===== config.mk =====
export PLATFORM = sky130hd
export DESIGN_NAME = ternary_decompress_flat
export DESIGN_NICKNAME = d
export VERILOG_FILES = /design/src/rtl/ternary_decompress_if.sv /design/src/rtl/ternary_decompress.sv /design/src/flat_wrapper.sv
export SDC_FILE = /design/constraint.sdc
export NUM_CORES = 1
export LEC_CHECK = 0
export CAP_MARGIN = 20
export CELL_PAD_IN_SITES_DETAIL_PLACEMENT = 0
export CELL_PAD_IN_SITES_GLOBAL_PLACEMENT = 1
export CORE_ASPECT_RATIO = 1.4
export CORE_MARGIN = 2
export CORE_UTILIZATION = 25
export CTS_CLUSTER_SIZE = 8
export DETAILED_ROUTE_END_ITERATION = 8
export PLACE_DENSITY = 0.49
export SKIP_LAST_GASP = 1
export SLEW_MARGIN = 20
export SYNTH_ARGS = -nofsm -noshare
export SYNTH_HDL_FRONTEND = slang
export SYNTH_SLANG_ARGS = --single-unit

===== constraint.sdc =====
create_clock -name clk -period 15.6 [get_ports clk]
set_input_delay 3.12 -clock clk [delete_from_list [all_inputs] [get_ports clk]]
set_output_delay 3.12 -clock clk [all_outputs]
set_load 0.05 [all_outputs]

===== src/rtl/ternary_decompress_if.sv =====
`default_nettype none
// +----------------------------------------------------------------------------+
// | Module   : ternary_decompress_if                                           |
// | Brief    : Word-in / trit-beat-out stream bundle for ternary_decompress.   |
// | Revision : 1.0  initial release                                            |
// +----------------------------------------------------------------------------+
interface ternary_decompress_if #(
  parameter int NUM_BYTES = 4
);
  localparam int IDX_W = $clog2(NUM_BYTES);

  logic                   in_valid_i;
  logic                   in_ready_o;
  logic [8*NUM_BYTES-1:0] in_data_i;
  logic [IDX_W-1:0]       in_nbytes_i;
  logic                   out_valid_o;
  logic                   out_ready_i;
  logic [9:0]             out_trits_o;
  logic                   out_last_o;
  logic                   out_invalid_o;

  // Stream source / sink side (drives words, consumes beats).
  modport master (
    output in_valid_i, in_data_i, in_nbytes_i, out_ready_i,
    input  in_ready_o, out_valid_o, out_trits_o, out_last_o, out_invalid_o
  );

  // Decompressor side.
  modport slave (
    input  in_valid_i, in_data_i, in_nbytes_i, out_ready_i,
    output in_ready_o, out_valid_o, out_trits_o, out_last_o, out_invalid_o
  );
endinterface
`default_nettype wire


===== src/rtl/ternary_decompress.sv =====
`default_nettype none
// +----------------------------------------------------------------------------+
// | Module   : ternary_decompress                                              |
// | Brief    : Unpacks base-3 coded bytes (5 trits each) into 2-bit trit beats.|
// | Revision : 1.0  initial release                                            |
// +----------------------------------------------------------------------------+
module ternary_decompress #(
  parameter int NUM_BYTES = 4,
  localparam int IDX_W    = $clog2(NUM_BYTES)
) (
  input  wire logic              clk,
  input  wire logic              rst_n,
  input  wire logic              clear_i,
  input  wire logic              err_clr_i,
  output logic                   err_o,
  ternary_decompress_if.slave    bus
);

  localparam logic [7:0] c_MAX_CODE = 8'd242;

  typedef enum logic [0:0] {
    ST_IDLE  = 1'b0,
    ST_DRAIN = 1'b1
  } state_t;

  state_t                 r_state;
  logic [8*NUM_BYTES-1:0] r_word;
  logic [IDX_W-1:0]       r_nb;
  logic [IDX_W-1:0]       r_idx;
  logic                   r_out_valid;
  logic [9:0]             r_trits;
  logic                   r_last;
  logic                   r_invalid;
  logic                   r_err;

  logic                   w_busy;
  logic                   w_load;
  logic [IDX_W+2:0]       w_offset;
  logic [7:0]             w_byte;
  logic                   w_last_byte;
  logic                   w_illegal;
  logic [9:0]             w_trits_raw;
  logic [9:0]             w_trits;

  assign w_busy      = (r_state == ST_DRAIN);
  assign w_load      = w_busy && (!r_out_valid || bus.out_ready_i);
  assign w_offset    = {r_idx, 3'b000};
  assign w_byte      = r_word[w_offset +: 8];
  assign w_last_byte = (r_idx == r_nb);
  assign w_illegal   = (w_byte > c_MAX_CODE);

  // Base-3 digit i of the code is (t_i + 1); map digit 0/1/2 to -1/0/+1.
  for (genvar gi = 0; gi < 5; gi++) begin : g_trit
    localparam int unsigned c_POW = 3 ** gi;
    logic [1:0] w_digit;
    assign w_digit = 2'((32'(w_byte) / c_POW) % 32'd3);
    assign w_trits_raw[2*gi +: 2] = (w_digit == 2'd0) ? 2'b11 :
                                    (w_digit == 2'd1) ? 2'b00 : 2'b01;
  end

  assign w_trits = w_illegal ? 10'd0 : w_trits_raw;

  always_ff @(posedge clk or negedge rst_n) begin
    if (!rst_n) begin
      r_state     <= ST_IDLE;
      r_word      <= '0;
      r_nb        <= '0;
      r_idx       <= '0;
      r_out_valid <= 1'b0;
      r_trits     <= '0;
      r_last      <= 1'b0;
      r_invalid   <= 1'b0;
      r_err       <= 1'b0;
    end else if (clear_i) begin
      r_state     <= ST_IDLE;
      r_word      <= '0;
      r_nb        <= '0;
      r_idx       <= '0;
      r_out_valid <= 1'b0;
      r_trits     <= '0;
      r_last      <= 1'b0;
      r_invalid   <= 1'b0;
      r_err       <= 1'b0;
    end else begin
      // Set beats clear when both happen in the same cycle.
      if (w_load && w_illegal) begin
        r_err <= 1'b1;
      end else if (err_clr_i) begin
        r_err <= 1'b0;
      end

      if (w_load) begin
        r_out_valid <= 1'b1;
        r_trits     <= w_trits;
        r_invalid   <= w_illegal;
        r_last      <= w_last_byte;
      end else if (bus.out_ready_i) begin
        r_out_valid <= 1'b0;
      end

      case (r_state)
        ST_IDLE: begin
          if (bus.in_valid_i) begin
            r_word  <= bus.in_data_i;
            r_nb    <= bus.in_nbytes_i;
            r_idx   <= '0;
            r_state <= ST_DRAIN;
          end
        end
        ST_DRAIN: begin
          if (w_load) begin
            if (w_last_byte) begin
              r_state <= ST_IDLE;
            end else begin
              r_idx <= r_idx + 1'b1;
            end
          end
        end
        default: r_state <= ST_IDLE;
      endcase
    end
  end

  assign bus.in_ready_o    = !w_busy;
  assign bus.out_valid_o   = r_out_valid;
  assign bus.out_trits_o   = r_trits;
  assign bus.out_last_o    = r_last;
  assign bus.out_invalid_o = r_invalid;
  assign err_o             = r_err;

endmodule
`default_nettype wire


===== src/flat_wrapper.sv =====
// flat-port wrapper written by rule: the top's interface ports become plain ports
module ternary_decompress_flat 
#(
  parameter int NUM_BYTES = 4,
  localparam int IDX_W    = $clog2(NUM_BYTES)
)
  (clk, rst_n, clear_i, err_clr_i, err_o, bus_in_valid_i, bus_in_data_i, bus_in_nbytes_i, bus_out_ready_i, bus_in_ready_o, bus_out_valid_o, bus_out_trits_o, bus_out_last_o, bus_out_invalid_o);
  ternary_decompress_if #(.NUM_BYTES(NUM_BYTES)) bus_i ();
  input  wire logic clk;
  input  wire logic rst_n;
  input  wire logic clear_i;
  input  wire logic err_clr_i;
  output logic err_o;
  input wire logic [$bits(bus_i.in_valid_i)-1:0] bus_in_valid_i;
  input wire logic [$bits(bus_i.in_data_i)-1:0] bus_in_data_i;
  input wire logic [$bits(bus_i.in_nbytes_i)-1:0] bus_in_nbytes_i;
  input wire logic [$bits(bus_i.out_ready_i)-1:0] bus_out_ready_i;
  output wire logic [$bits(bus_i.in_ready_o)-1:0] bus_in_ready_o;
  output wire logic [$bits(bus_i.out_valid_o)-1:0] bus_out_valid_o;
  output wire logic [$bits(bus_i.out_trits_o)-1:0] bus_out_trits_o;
  output wire logic [$bits(bus_i.out_last_o)-1:0] bus_out_last_o;
  output wire logic [$bits(bus_i.out_invalid_o)-1:0] bus_out_invalid_o;
  assign bus_i.in_valid_i = bus_in_valid_i;
  assign bus_i.in_data_i = bus_in_data_i;
  assign bus_i.in_nbytes_i = bus_in_nbytes_i;
  assign bus_i.out_ready_i = bus_out_ready_i;
  assign bus_in_ready_o = bus_i.in_ready_o;
  assign bus_out_valid_o = bus_i.out_valid_o;
  assign bus_out_trits_o = bus_i.out_trits_o;
  assign bus_out_last_o = bus_i.out_last_o;
  assign bus_out_invalid_o = bus_i.out_invalid_o;
  ternary_decompress #(.NUM_BYTES(NUM_BYTES)) u_core (.clk(clk), .rst_n(rst_n), .clear_i(clear_i), .err_clr_i(err_clr_i), .err_o(err_o), .bus(bus_i));
endmodule

## Yosys cells after proc, flatten, opt, wreduce, memory -nomap -nowiden

Index checks and enable logic that the tools add are counted.

- Bits in registers: 51
- Output and inout bits: 15

- $add $sub $neg: 1
- Div/mod/pow operators: 9
- $lt $le $gt $ge: 1
- Equal/unequal tests: 10
- Shift-type cells: 1
- Muxes and demuxes: 39
- Bitwise operators: 1
- Reductions and logical operators: 16

Operators by type and width:

| operator | number |
|---|---|
| $mod A32 B2 Y32 const B | 4 |
| $mux W32 | 3 |
| $div A8 B2 Y32 const B | 1 |
| $div A8 B4 Y32 const B | 1 |
| $div A8 B5 Y32 const B | 1 |
| $div A8 B7 Y32 const B | 1 |
| $mod A8 B2 Y32 const B | 1 |
| $shiftx A32 B6 Y8 | 1 |
| $mux W10 | 3 |
| $mux W2 | 12 |
| $mux W1 | 19 |
| $eq A2 B1 Y1 const B | 5 |
| $logic_not A2 Y1 | 5 |
| $ne A3 B3 Y1 const B | 3 |
| $gt A8 B8 Y1 const B | 1 |
| $reduce_bool A3 Y1 | 2 |
| $pmux W2 S2 | 1 |
| $reduce_bool A2 Y1 | 2 |
| $reduce_and A3 Y1 | 1 |
| $add A2 B1 Y2 const B | 1 |
| $eq A2 B2 Y1 | 1 |
| $logic_and A1 B1 Y1 | 2 |
| $logic_not A1 Y1 | 2 |
| $ne A2 B2 Y1 const B | 1 |
| 4 further kinds | 4 |

## Logic depth before layout (Yosys ltp)

Gate-level depths: netlist of run 1.

- Depth after elaboration: 9
- Gate-level depth with buffers: 51
- Mapped depth without buffers: 44

## Worst setup path after synthesis of run 1

OpenSTA, ideal clock, no wires.

- Path kind: reg2reg
- From: reg u_core.r_idx[0]
- To: reg u_core.r_trits[2], in the netlist u_core.bus.out_trits_o[2]
- Library setup time: 0.126 ns
- Arrival: 10.794 ns
- Setup slack: 4.680 ns
- Cell stages (with the launch flop): 49
- Buffers on the path: 6
- Cells stage by stage: dfrtp_1 buf_6 mux4_2 buf_1 inv_1 ha_1 nand2b_1 clkbuf_1 a211o_1 and2_1 ha_1 or4b_1 and3_1 buf_2 nor3_2 o221a_2 nor2_1 o31a_1 [... 13 more ...] a21oi_1 nand4_1 o31a_1 a311oi_4 xnor2_1 ha_1 nor2_1 or4b_1 a31oi_1 a41oi_1 o211ai_1 mux2i_1 ha_1 a21oi_1 nand2_1 or2_0 a211o_1 a221o_1

- Longest elaborated chain between the ends: 9

Ends and longest elaborated chain:

| item | line | RTL |
|---|---|---|
| start: declaration | ternary_decompress.sv:29 | `logic [IDX_W-1:0] r_idx;` |
| start signal: assignment | ternary_decompress.sv:115 | `r_idx <= r_idx + 1'b1;` |
| $shiftx A32 B6 Y8 * | ternary_decompress.sv:48 | `assign w_byte = r_word[w_offset +: 8];` |
| $div A8 B2 Y32 | ternary_decompress.sv:56 | `assign w_digit = 2'((32'(w_byte) / c_POW) % 32'd3);` |
| $mod A32 B2 Y32 | ternary_decompress.sv:56 |  |
| $eq A2 B1 Y1 | ternary_decompress.sv:58 | `(w_digit == 2'd1) ? 2'b00 : 2'b01;` |
| $mux W1 | ternary_decompress.sv:58 |  |
| $mux W2 | ternary_decompress.sv:57 | `assign w_trits_raw[2*gi +: 2] = (w_digit == 2'd0) ? 2'b11 :` |
| $mux W10 * | ternary_decompress.sv:61 | `assign w_trits = w_illegal ? 10'd0 : w_trits_raw;` |
| $mux W10 * | ternary_decompress.sv:92 | `if (w_load) begin` |
| $mux W10 * | ternary_decompress.sv:74 | `end else if (clear_i) begin` |
| end signal: assignment | ternary_decompress.sv:94 | `r_trits <= w_trits;` |
| end: declaration | ternary_decompress.sv:31 | `logic [9:0] r_trits;` |

Every way passes the cells marked *; elsewhere a longest branch is shown, timed or not. The select of a mux whose other input is x is not followed.
A chain may end at the register's enable or synchronous reset.

## Worst setup path in the final report of run 1

Ends and elaborated chain as after synthesis.

==> results.cfg, run 1 <==
[status]
status = completed

[die]
die_x_um = 150
core-area_um2 = 29200
die_area_um2 = 31100
core.rowCount = 74
io_pins = 55
start_util = 0.254
die_h_um = 208

[routing]
drc = 0
ant_nets = 0
avgRoutedWirePerCell_um = 18.9
totalWireLength_mm = 26.4
vias = 7520
firstDrtPassIters = 5
via_per_inst = 5.39
drt_iter0_drc = 320

[synth]
synthDistinctLibCells = 110
synth-seq-area-share = 0.172
synth_nets = 1062
yosysTopAreaCell = dfrtp_1
synth_top_area_share = 0.172
synth_cells = 982
synth_common_cells = nand2_1 (127), nor2_1 (89), o21ai_0 (83), a21oi_1 (53), dfrtp_1 (51)
yosysWarnings = 0
synthesis.area_um2 = 7420
postSynth.asyncResetShare = 1.00
yosysMostFrequentCell = nand2_1
synth_ff_type = dfrtp_1
synth_edf_count = 0
avgSynthCellArea_um2 = 7.55
synthTopCellsByArea = dfrtp_1 (17%), ha_1 (6.7%), nand2_1 (6.4%)
ys_seq_elements = 51

[cts]
clk_pin_slew_ps = 80
clock_sinks = 51
htreeDepth = 2
hold_buffers = 0
cts-buffers-inserted = 5
clock_path_buffers = 2
clock_latency_ps = 320
postCtsSetupRepairBufs = 0
cts_tree = built
post_cts_resized = 0
cts_root_buffer = clkbuf_16

[worst_setup_path]
cp.arrival_ps = 13130
start_kind = flip-flop
cp_slowest_cell = dfrtp_1
regToRegStartpoint = u_core.r_idx[0]
r2r_end = u_core.bus.out_trits_o[2]
cp-end-kind = flip-flop
crit_fanout = 21
crit_required_ps = 15810
cpMostUsedCell = ha_1
crit_type = reg -> reg
r2r_cells = 43
r2r_slack_ps = 2680
slowest_delay_ps = 980

[power_and_ir_drop]
p_seq_frac = 0.108
p_switching_mw = 0.816
ir_drop_mv = 0.0662
powerDensity_nw_per_um2 = 172
p_leak_nw = 3.20
power_mw = 1.46
swShare = 0.560
power.share.clock = 0.086
comb_power_share = 0.806
p_int_mw = 0.641

[timing]
setup_viol = 0
tns_ps = 0
timing.fmax_ghz = 0.0774
rsz0062_at_grt = false
fin_crit_sh = 0.828
finalHoldViolCount = 0
slew_headroom = 0.313
setup_ws_ps = 2680
fin_crit_ps = 12920
tightestPinTransition_ps = 1010
fin_skew_ps = 9.14
maxSlewViolCount = 0

[global_route]
grt_max_degree = 70
grt_antenna_before_repair = 0
first_global_vias = 7686
grt-ovfl-total = 0
grt_pass1_wl_mm = 42.4
track_usage = 0.173

[worst_hold_path]
hold_start = u_core.r_word[24]
whs_path_depth = 2
hold_path_class = reg -> reg
min_to = u_core.r_word[24]

[place]
place_congestion = 0.846
post-dp-hpwl_mm = 21.1
portBuffers = 54
post-place-ws_ps = 2660
placed_area_um2 = 8320

[final_layout]
layout-drive-gt1-share = 0.0907
layout.nets = 1093
final_util = 0.291
area_delta_synth_final_pct = 14.3
final_area_um2 = 8480
antenna_cells = 0
fillCellCount = 3174

[job]
max_cap_violations = 0
-- cells in the final DEF (no fill, tap or decap), types with 5 or more instances in the layout --
master,count
a211oi_1,12
a21o_1,8
a21oi_1,52
a311oi_1,5
a31oi_1,15
and2_1,13
and3_1,6
buf_4,8
clkbuf_16,5
clkdlybuf4s50_1,53
dfrtp_1,51
ha_1,40
inv_1,31
mux2_2,10
mux2i_1,13
mux4_2,8
nand2_1,127
nand2b_1,48
nand3_1,22
nand4_1,14
nor2_1,89
nor2b_1,7
nor3_1,31
nor3_2,5
nor3b_1,5
nor4_1,9
o2111ai_1,7
o211ai_1,17
o21a_1,10
o21ai_0,83
o21ai_1,6
o22ai_1,9
o31a_1,5
o31ai_1,7
or2_2,7
or3_1,6
or4_1,6
xnor2_1,35
xor2_1,6
-- layout make-up --
type / count / area, µm² / area share
timing repair buffer: 62 / 596 / 0.0703
inverter: 35 / 131 / 0.0155
multi-input combinational: 858 / 5840 / 0.689
tap: 380 / 475 / 0.0561
clock buffer: 5 / 125 / 0.0148
sequential: 51 / 1280 / 0.151
clock inverter: 3 / 33.8 / 0.00399
-- worst max-delay path by stage --
| stage | startpoint | endpoint | slack [ps] | cells past startpoint |
|---|---|---|---|---|
| 6_report | u_core.r_idx[0] | u_core.bus.out_trits_o[2] | 2680 | 43 |
| 5_1_grt | u_core.r_idx[0] | u_core.bus.out_trits_o[2] | 1620 | 43 |
| 4_1_cts | u_core.r_idx[0] | u_core.bus.out_trits_o[2] | 2610 | 43 |
| 3_5_place_dp | u_core.r_idx[0] | u_core.bus.out_trits_o[2] | 2660 | 43 |
| 3_3_place_gp | u_core.r_idx[0] | u_core.bus.out_trits_o[2] | 2890 | 43 |
| 2_1_floorplan | u_core.r_idx[0] | u_core.bus.out_trits_o[2] | 4680 | 48 |
-- kinds of logic (layout without fill, tap and decap cells) --
logic type	count (synthesis)	after routing	synth area share
compound gates	320	320	0.311
xor+xnor	42	42	0.0506
fa+ha+maj	40	40	0.0675
buf+inv	73	105	0.0432
flops	51	51	0.172
mux	31	31	0.0570
simple gates	425	425	0.299
-- power by group through the flow --
stage / sequential [mW] / clock, mW / combinational [mW]
6_report: 0.158 / 0.125 / 1.17
5_1_grt: 0.160 / 0.134 / 1.32
4_1_cts: 0.159 / 0.131 / 1.18
3_5_place_dp: 0.161 / 0 / 1.17
3_3_place_gp: 0.161 / 0 / 1.19
2_1_floorplan: 0.177 / 0 / 0.874
-- sequential cells by signal (all words and copies together) (netlist names) --
register / cells
u_core.bus.out_invalid_o: 1
u_core.r_state: 1
u_core.r_idx: 2
u_core.err_o: 1
u_core.r_word: 32
u_core.r_nb: 2
u_core.bus.out_trits_o: 10
u_core.bus.out_valid_o: 1
u_core.bus.out_last_o: 1
-- worst max-delay path, delay by kind of cell (launching register included) --
family          cells  cell delay (ps)
simple gates       16             4980
flops               1              980
xor+xnor            2              300
fa+ha+maj           6             1500
compound gates     13             3210
buf+inv             4              840
mux                 2              970
-- per-stage QoR --
stage / hold slack, ps / cells
2_1_floorplan: 444 / 982
3_3_place_gp: 453 / 1386
3_5_place_dp: 468 / 1386
4_1_cts: 487 / 1394
5_1_grt: 510 / 1394
6_report: 482 / 1394
-- routing by layer --
| metal | vias to the layer above | global-route usage | wire [µm] |
|---|---|---|---|
| met4 | 0 | 0.0657 | 754 |
| met5 | - | 0 | 0 |
| li1 | 3742 | - | - |
| met2 | 141 | 0.331 | 14400 |
| met3 | 37 | 0.0138 | 564 |
| met1 | 3600 | 0.194 | 10600 |
Note: power is estimated with default switching activity, not from simulation.
==> inputs of run 2 (changes only) <==
--- a/config.mk
+++ b/config.mk
@@ -13,7 +13,7 @@
 export CORE_UTILIZATION = 25
 export CTS_CLUSTER_SIZE = 8
 export DETAILED_ROUTE_END_ITERATION = 8
-export PLACE_DENSITY = 0.49
+export PLACE_DENSITY = 0.51
 export SKIP_LAST_GASP = 1
 export SLEW_MARGIN = 20
 export SYNTH_ARGS = -nofsm -noshare
==> constraint.sdc (replaced) <==
create_clock -name clk -period 11.8 [get_ports clk]
set_input_delay 2.36 -clock clk [delete_from_list [all_inputs] [get_ports clk]]
set_output_delay 2.36 -clock clk [all_outputs]
set_load 0.05 [all_outputs]
==> results.cfg, run 2 (synthesis gave the netlist of run 1 again) <==
[status]
status = completed

[worst_setup_path]
crit_fanout = 10
path_delay_family = simple AND/OR/NAND/NOR gates
cp.arrival_ps = 11190
slowest_delay_ps = 630
regToRegStartpoint = u_core.r_idx[0]
path_buf_inv = 5
crit_end = u_core.bus.out_trits_o[2]
r2r_slack_ps = 820
r2r_cells = 44
cp_slowest_cell = or4b_4
critPathLaunch = u_core.r_idx[0]
start_kind = flip-flop
cpMostUsedCell = ha_1
crit_required_ps = 12000
cp.depth = 44
cp-end-kind = flip-flop
crit_type = reg -> reg
r2r_end = u_core.bus.out_trits_o[2]

[cts]
clock_sinks = 51
clock_latency_ps = 320
htreeDepth = 2
cts-buffers-inserted = 5
cts_tree = built
clock_path_buffers = 2
clk_pin_slew_ps = 80
cts_root_buffer = clkbuf_16
hold_buffers = 0

[routing]
totalWireLength_mm = 26.2
via_per_inst = 5.37
vias = 7620
firstDrtPassIters = 4
drt_iter0_drc = 325
drc = 0
ant_nets = 0
avgRoutedWirePerCell_um = 18.4

[worst_hold_path]
hold_path_class = reg -> reg
hold_start = u_core.r_word[2]

[timing]
tns_ps = 0
slew_headroom = 0.331
fin_crit_sh = 0.931
maxSlewViolCount = 0
setup_viol = 0
fin_skew_ps = 3.82
rsz0062_at_grt = false
timing.fmax_ghz = 0.0910
setup_ws_ps = 816
hold_ws_ps = 480
finalHoldViolCount = 0
fin_crit_ps = 10980
tightestPinTransition_ps = 988

[die]
die_h_um = 208
io_pins = 55
die_area_um2 = 31100
start_util = 0.254
core-area_um2 = 29200
die_x_um = 150
core.rowCount = 74

[place]
place_congestion = 0.907
post-place-ws_ps = 522
placed_area_um2 = 8500
place_inst = 1410
portBuffers = 54
post-dp-hpwl_mm = 20.8

[global_route]
grt_antenna_before_repair = 0
grt_max_degree = 70
first_global_vias = 7778
grt-ovfl-total = 0
track_usage = 0.170
grt_pass1_wl_mm = 42.2

[power_and_ir_drop]
ir_drop_mv = 0.0950
power_mw = 1.96
powerDensity_nw_per_um2 = 226
p_leak_nw = 3.32

[final_layout]
register_area_um2 = 1280
antenna_cells = 0
area_delta_synth_final_pct = 17.0
layout.nets = 1119
final_cells = 1420
final_area_um2 = 8680
multi_input_area_um2 = 5850
fillCellCount = 3240
layout-drive-gt1-share = 0.117
mostFrequentLayoutCell = nand2_1
layout_common_cells = nand2_1 (127), nor2_1 (89), o21ai_0 (83)
final_util = 0.298
largest_register_ffs = 32
top_register = u_core.r_word

[job]
max_cap_violations = 0
-- run 2: cell types whose count changed in the layout (fill, tap and decap cells not counted), moves of 2 or more --
cell,previous run,this run
dfrtp_2,0,2
inv_6,2,0
buf_4,8,34
dfrtp_1,51,49
-- run 2: worst min-delay path by stage --
stage	cells after the start	to
final	2	u_core.r_word[2]
after global routing	2	u_core.r_word[25]
after floorplan	2	u_core.r_word[19]
after CTS	2	u_core.r_word[2]
after global placement	2	u_core.bus.out_trits_o[6]
after detailed placement	2	u_core.r_word[2]
-- run 2: where the power goes --
part,switching (mW),leakage (nW),internal [mW],total (mW)
logic,0.996,2.58,0.597,1.59
registers,0.0133,0.668,0.194,0.207
clock network,0.0801,0.0719,0.0809,0.161
total,1.09,3.32,0.872,1.96
-- run 2: worst reg2reg max path: cells and delay by family, from the launching register on --
family                   cells  cell delay [ps]
AND/OR/NAND/NOR             15             4130
AO/OA/AOI/OAI               14             3350
adder cells (fa/ha/maj)      6             1340
buffers and inverters        5              770
multiplexers                 2              510
flip-flops                   1              500
XOR/XNOR                     2              300
-- run 2: final cells by class --
type,instances,area share
Tap cell,380,0.0548
Clock inverter,3,0.00317
Timing Repair Buffer,88,0.0911
Multi-Input combinational cell,858,0.674
Clock buffer,5,0.0144
Sequential cell,51,0.147
Inverter,35,0.0151
-- run 2: repair_timing --
item,4_1_cts,5_1_grt
setup endpoints to repair,0,2
setup buffers,0,2
gates resized for setup,0,5
-- run 2: layer usage --
layer	global-route usage	wire length (µm)	up-vias
met5	0	0	-
met4	0.0745	950	0
met3	0.0193	628	49
met2	0.314	13800	154
met1	0.193	10800	3619
li1	-	-	3798
